===== src/rtl/ph_pkg.sv =====
// rtl/ph_pkg.sv - shared phase-bus constants, decoder state encoding and error codes
package ph_pkg;

    localparam logic [3:0] PH_IDLE = 4'b0000;
    localparam logic [3:0] PH0     = 4'b0001;
    localparam logic [3:0] PH1     = 4'b0010;
    localparam logic [3:0] PH2     = 4'b0100;
    localparam logic [3:0] PH3     = 4'b1000;

    localparam logic [1:0] ERR_NONE   = 2'd0;
    localparam logic [1:0] ERR_START  = 2'd1;
    localparam logic [1:0] ERR_SEQ    = 2'd2;
    localparam logic [1:0] ERR_ONEHOT = 2'd3;

    typedef enum logic [2:0] {
        ST_IDLE = 3'd0,
        ST_S0   = 3'd1,
        ST_S1   = 3'd2,
        ST_S2   = 3'd3,
        ST_S3   = 3'd4,
        ST_ERR  = 3'd5
    } ph_state_t;

    function automatic ph_state_t phase_state(input logic [1:0] idx);
        case (idx)
            2'd0:    return ST_S0;
            2'd1:    return ST_S1;
            2'd2:    return ST_S2;
            default: return ST_S3;
        endcase
    endfunction

    function automatic logic [1:0] state_phase(input ph_state_t st);
        case (st)
            ST_S1:   return 2'd1;
            ST_S2:   return 2'd2;
            ST_S3:   return 2'd3;
            default: return 2'd0;
        endcase
    endfunction

endpackage


===== src/rtl/ph_onehot_chk.sv =====
// rtl/ph_onehot_chk.sv - classifies a phase vector as zero / one-hot and gives its bit index
module ph_onehot_chk
    import ph_pkg::*;
(
    input  logic [3:0] ph,
    output logic       is_zero,
    output logic       is_onehot,
    output logic [1:0] idx
);

    always_comb begin
        is_zero   = (ph == PH_IDLE);
        is_onehot = (ph != PH_IDLE) && ((ph & (ph - 4'd1)) == 4'd0);
        case (ph)
            PH1:     idx = 2'd1;
            PH2:     idx = 2'd2;
            PH3:     idx = 2'd3;
            default: idx = 2'd0;
        endcase
    end

endmodule


===== src/rtl/ph_decoder.sv =====
// rtl/ph_decoder.sv - phase-bus consumer: stage strobes, instruction count, illegal-sequence trap
module ph_decoder
    import ph_pkg::*;
#(
    parameter int CNT_W = 16
) (
    input  logic             CLK,
    input  logic             RSTN,
    input  logic [3:0]       ph,
    input  logic             clr_err,
    output logic             run,
    output logic             fetch_en,
    output logic             dec_en,
    output logic             exe_en,
    output logic             wb_en,
    output logic [CNT_W-1:0] icount,
    output logic             err,
    output logic [1:0]       err_code,
    output logic             halt_req
);

    logic             w_is_zero;
    logic             w_is_onehot;
    logic [1:0]       w_idx;
    logic [1:0]       w_cur_idx;
    ph_state_t        w_next;
    logic [1:0]       w_code;

    ph_state_t        r_state;
    logic             r_run;
    logic             r_fetch;
    logic             r_dec;
    logic             r_exe;
    logic             r_wb;
    logic             r_err;
    logic [1:0]       r_err_code;
    logic [CNT_W-1:0] r_icount;

    ph_onehot_chk u_chk (
        .ph        (ph),
        .is_zero   (w_is_zero),
        .is_onehot (w_is_onehot),
        .idx       (w_idx)
    );

    assign w_cur_idx = state_phase(r_state);

    // Non-one-hot input is tested before any order check so it always wins as code 3.
    always_comb begin
        w_next = r_state;
        w_code = r_err_code;
        case (r_state)
            ST_IDLE: begin
                if (w_is_zero) begin
                    w_next = ST_IDLE;
                end else if (!w_is_onehot) begin
                    w_next = ST_ERR;
                    w_code = ERR_ONEHOT;
                end else if (w_idx == 2'd0) begin
                    w_next = ST_S0;
                end else begin
                    w_next = ST_ERR;
                    w_code = ERR_START;
                end
            end
            ST_S0, ST_S1, ST_S2, ST_S3: begin
                if (w_is_zero) begin
                    w_next = ST_IDLE;
                end else if (!w_is_onehot) begin
                    w_next = ST_ERR;
                    w_code = ERR_ONEHOT;
                end else if (w_idx == 2'(w_cur_idx + 2'd1)) begin
                    w_next = phase_state(w_idx);
                end else begin
                    w_next = ST_ERR;
                    w_code = ERR_SEQ;
                end
            end
            ST_ERR: begin
                if (clr_err && w_is_zero) begin
                    w_next = ST_IDLE;
                    w_code = ERR_NONE;
                end
            end
            default: begin
                w_next = ST_IDLE;
                w_code = ERR_NONE;
            end
        endcase
    end

    always_ff @(posedge CLK or negedge RSTN) begin
        if (!RSTN) begin
            r_state    <= ST_IDLE;
            r_run      <= 1'b0;
            r_fetch    <= 1'b0;
            r_dec      <= 1'b0;
            r_exe      <= 1'b0;
            r_wb       <= 1'b0;
            r_err      <= 1'b0;
            r_err_code <= ERR_NONE;
        end else begin
            r_state    <= w_next;
            r_run      <= (w_next == ST_S0) || (w_next == ST_S1) ||
                          (w_next == ST_S2) || (w_next == ST_S3);
            r_fetch    <= (w_next == ST_S0);
            r_dec      <= (w_next == ST_S1);
            r_exe      <= (w_next == ST_S2);
            r_wb       <= (w_next == ST_S3);
            r_err      <= (w_next == ST_ERR);
            r_err_code <= w_code;
        end
    end

    // S3 is only reachable from S2, so next-state S3 is exactly one completed instruction.
    always_ff @(posedge CLK or negedge RSTN) begin
        if (!RSTN) begin
            r_icount <= '0;
        end else if ((w_next == ST_S3) && (r_icount != {CNT_W{1'b1}})) begin
            r_icount <= r_icount + {{(CNT_W-1){1'b0}}, 1'b1};
        end
    end

    assign run      = r_run;
    assign fetch_en = r_fetch;
    assign dec_en   = r_dec;
    assign exe_en   = r_exe;
    assign wb_en    = r_wb;
    assign icount   = r_icount;
    assign err      = r_err;
    assign err_code = r_err_code;
    assign halt_req = r_err;

endmodule


===== config.mk =====
export PLATFORM = sky130hd
export DESIGN_NAME = ph_decoder
export DESIGN_NICKNAME = d
export VERILOG_FILES = /design/src/rtl/ph_pkg.sv /design/src/rtl/ph_onehot_chk.sv /design/src/rtl/ph_decoder.sv
export SDC_FILE = /design/constraint.sdc
export NUM_CORES = 1
export LEC_CHECK = 0
export CAP_MARGIN = 20
export CORE_ASPECT_RATIO = 0.7
export CORE_MARGIN = 4
export CORE_UTILIZATION = 51
export CTS_CLUSTER_DIAMETER = 40
export DETAILED_ROUTE_END_ITERATION = 16
export PLACE_DENSITY = 0.81
export SLEW_MARGIN = 20
export SYNTH_ARGS = -nofsm -noshare
export SYNTH_HDL_FRONTEND = slang
export SYNTH_SLANG_ARGS = --single-unit

===== constraint.sdc =====
create_clock -name CLK -period 2.7 [get_ports CLK]
set_input_delay 0.54 -clock CLK [delete_from_list [all_inputs] [get_ports CLK]]
set_output_delay 0.54 -clock CLK [all_outputs]
set_load 0.01 [all_outputs]

==> results.cfg <==
[placed_design]
place_congestion = 0.939
port_buffers = 31
dpl.hpwl_microns = 3280

[worst_setup_path]
crit_type = in2reg
cp-end-kind = flop
cell_family_contributing_the_most_delay_on_the_critical_path = simple AND/OR/NAND/NOR gates
critical_path.n_buffers_inverters = 3
setup.worst_path.start_class = input port
cp_data_required_time_ns = 2.89
crit_arrival_ns = 2.95
largest_fanout_on_the_critical_path = 5
crit_chain = buf_8 -> xnor2_2 -> or3_4 -> inv_4 -> ha_4 -> or4b_4 -> a2111oi_4 -> or4_4 -> o22ai_4 -> nand3_4 -> buf_6 -> nor3_4 -> xor2_1
crit_path_max_incr_delay_ns = 0.50
crit_path_top_delay_cell = sky130_fd_sc_hd__or4_4

[global_routing]
antenna_violations_before_repair = 0
grt_overflow_total = 0
first_global_vias = 1598
grt_pass1_wl_microns = 8070
track_usage_pct = 24.6
grt_max_degree = 28

[sta]
hold_violations = 0
setup_slack_ns = -0.0637
rsz0062_at_grt = yes
final.period_utilization_pct = 102
final.setup_skew_ns = 0.00206
max_freq_mhz = 362
maxSlewViolCount = 0
max_slew_margin_pct = 68.4
period_needed_ns = 2.76
setup_violations = 5
tightestPinTransition_ns = 0.470
final.hold.worst_slack_ns = 0.528

[finish]
n_fill_cell = 168
area.growth.synth_to_final_pct = 47.0
layout.cells.most_common_list = sky130_fd_sc_hd__dfrtp_1 (27), sky130_fd_sc_hd__clkdlybuf4s50_1 (27), sky130_fd_sc_hd__buf_4 (21)
layout.nets = 232
drive_above_1_share_pct = 33.5
num_antenna_cells = 0

[logic_synthesis]
syn-mean-instance-area_sq_um = 10.0
synth_enable_flop_cells = 0
synth_nets = 174
synthesis.instances = 164
yosysTopAreaCellShare_pct = 41.1
netlist_top_cells_area = sky130_fd_sc_hd__dfrtp_1 (41%), sky130_fd_sc_hd__xor2_1 (6.9%), sky130_fd_sc_hd__nor3_2 (4.3%), sky130_fd_sc_hd__nor2_1 (3.4%), sky130_fd_sc_hd__nand3_1 (3.3%)
register_area_share_after_synthesis_pct = 41.1
ys_seq_elements = 27
synth-async-reset-ratio_pct = 100
syn_area_sq_mm = 0.00164
yosysWarnings = 0
yosysUniqueCellTypes = 50
cell_taking_the_most_area_after_synthesis = sky130_fd_sc_hd__dfrtp_1
synth-main-ff-cell = sky130_fd_sc_hd__dfrtp_1

[detailed_routing]
dr_total_vias = 1525
initialDrtViolationCount = 103
final_wirelength_microns = 4800
avg_vias_per_cell = 5.93
wl_per_cell_microns = 18.7
dr.pass1.iters = 4
detail-route-antenna-nets = 0
post-route-drc-count = 0

[clock_tree]
cts.sink_count = 27
clockBufferDepth = 2
postCtsHoldBufs = 0
clock_buffers_created_by_tritoncts = 3
htreeDepth = 1
cts_tree = done
clock_insertion_delay_worst_skew_ns = 0.27
cts.clk_slew.worst_paths_ns = 0.09
ctsRootBufferMaster = sky130_fd_sc_hd__clkbuf_8

[power]
power_per_cell_area_mw_per_mm2 = 825
vdd_drop_max_mv = 0.702
p_leak_nw = 1.08
report.power.total_mw = 2.00

[floorplanning]
core_sq_mm = 0.00294
design.portCount = 32
dieArea_sq_mm = 0.00421
fp-row-count = 16
fp.dieH_microns = 55.5
dieWidth_microns = 75.9
start_util_pct = 55.9

[status]
failed_checks = negative setup slack
status = finished, violations left

[min_path]
timing.hold.worst.class = reg2reg

[flow_run]
drv_cap = 0
report_power, final:
group / internal (mW) / switching [mW]
registers: 0.502 / 0.111
logic: 0.598 / 0.555
clock network: 0.106 / 0.123
layout make-up:
class	count	area, sq um	area share, %
Sequential cell	27	676	28.0
Clock buffer	4	45.0	1.86
Timing Repair Buffer	61	576	23.8
Tap cell	36	45.0	1.86
Inverter	9	36.3	1.50
Multi-Input combinational cell	120	1040	43.0
metal layers:
layer	global-route usage [%]	routed length (microns)	vias to the layer above
met3	4.71	217	14
met2	38.5	2310	53
met4	8.23	146	0
li1	-	-	710
met1	33.7	2130	748
met5	0	0	-
what timing repair did:
item	in CTS	in global routing
pin swaps	12	9
resized for setup	40	9
buffers inserted	5	0
setup endpoints to repair	25	20
gates cloned	0	0
registers in the layout (all words and copies together), names as in the netlist:
name / cells
exe_en: 1
run: 1
wb_en: 1
r_state: 3
dec_en: 1
err_code: 2
fetch_en: 1
icount: 16
err: 1
cell usage after synthesis (2+ instances only):
master                      n
sky130_fd_sc_hd__or4_1      2
sky130_fd_sc_hd__nor3_2     7
sky130_fd_sc_hd__nor4_1     3
sky130_fd_sc_hd__o21ai_0    3
sky130_fd_sc_hd__ha_1       3
sky130_fd_sc_hd__clkbuf_1   3
sky130_fd_sc_hd__inv_1      8
sky130_fd_sc_hd__a211oi_1   4
sky130_fd_sc_hd__nand3_1   11
sky130_fd_sc_hd__and3_1     3
sky130_fd_sc_hd__or4b_1     2
sky130_fd_sc_hd__a21oi_1    7
sky130_fd_sc_hd__xnor2_1    4
sky130_fd_sc_hd__nor2_1    15
sky130_fd_sc_hd__mux2_1     2
sky130_fd_sc_hd__nand3b_1   2
sky130_fd_sc_hd__nand2_1    6
sky130_fd_sc_hd__or3_1      2
sky130_fd_sc_hd__buf_2      3
sky130_fd_sc_hd__xor2_1    13
sky130_fd_sc_hd__dfrtp_1   27
sky130_fd_sc_hd__a2111o_1   2
sky130_fd_sc_hd__nor3_1     5
stage by stage:
stage / utilization [%] / area [sq um] / setup slack [ns] / TNS [ns] / cells
finish: 82.1 / 2420 / -0.0637 / -0.137 / 257
global route: 82.1 / 2420 / -0.139 / -1.45 / 257
CTS: 80.9 / 2380 / -0.136 / -0.741 / 258
detailed placement: 74.7 / 2200 / -0.787 / -16.44 / 249
global placement: 74.7 / 2200 / -0.655 / -13.29 / 249
floorplan: - / 1720 / -0.246 / -2.22 / 164
cell families after synthesis:
group / synth area share, %
and+or+nand+nor: 27.3
DFF: 41.1
AOI/OAI and AO/OA: 12.2
xor gates and xnor gates: 9.06
buffers and inverters: 4.79
muxes: 2.66
adders and majority gates: 2.89
final timing paths:
path / from / endpoint / slack [ns] / cells past startpoint
max in group asynchronous: RSTN / icount[8] / 1.79 / 2
hold reg to reg: err_code[1] / err_code[1] / 0.53 / 1
hold / removal: err_code[1] / err_code[1] / 0.53 / 1
setup / recovery: ph[3] / icount[10] / -0.06 / 13
setup reg to reg: r_state[0] / icount[10] / 0.11 / 8
min in group asynchronous: RSTN / wb_en / 0.65 / 2
No activity file was read; power rests on OpenSTA's default activity.
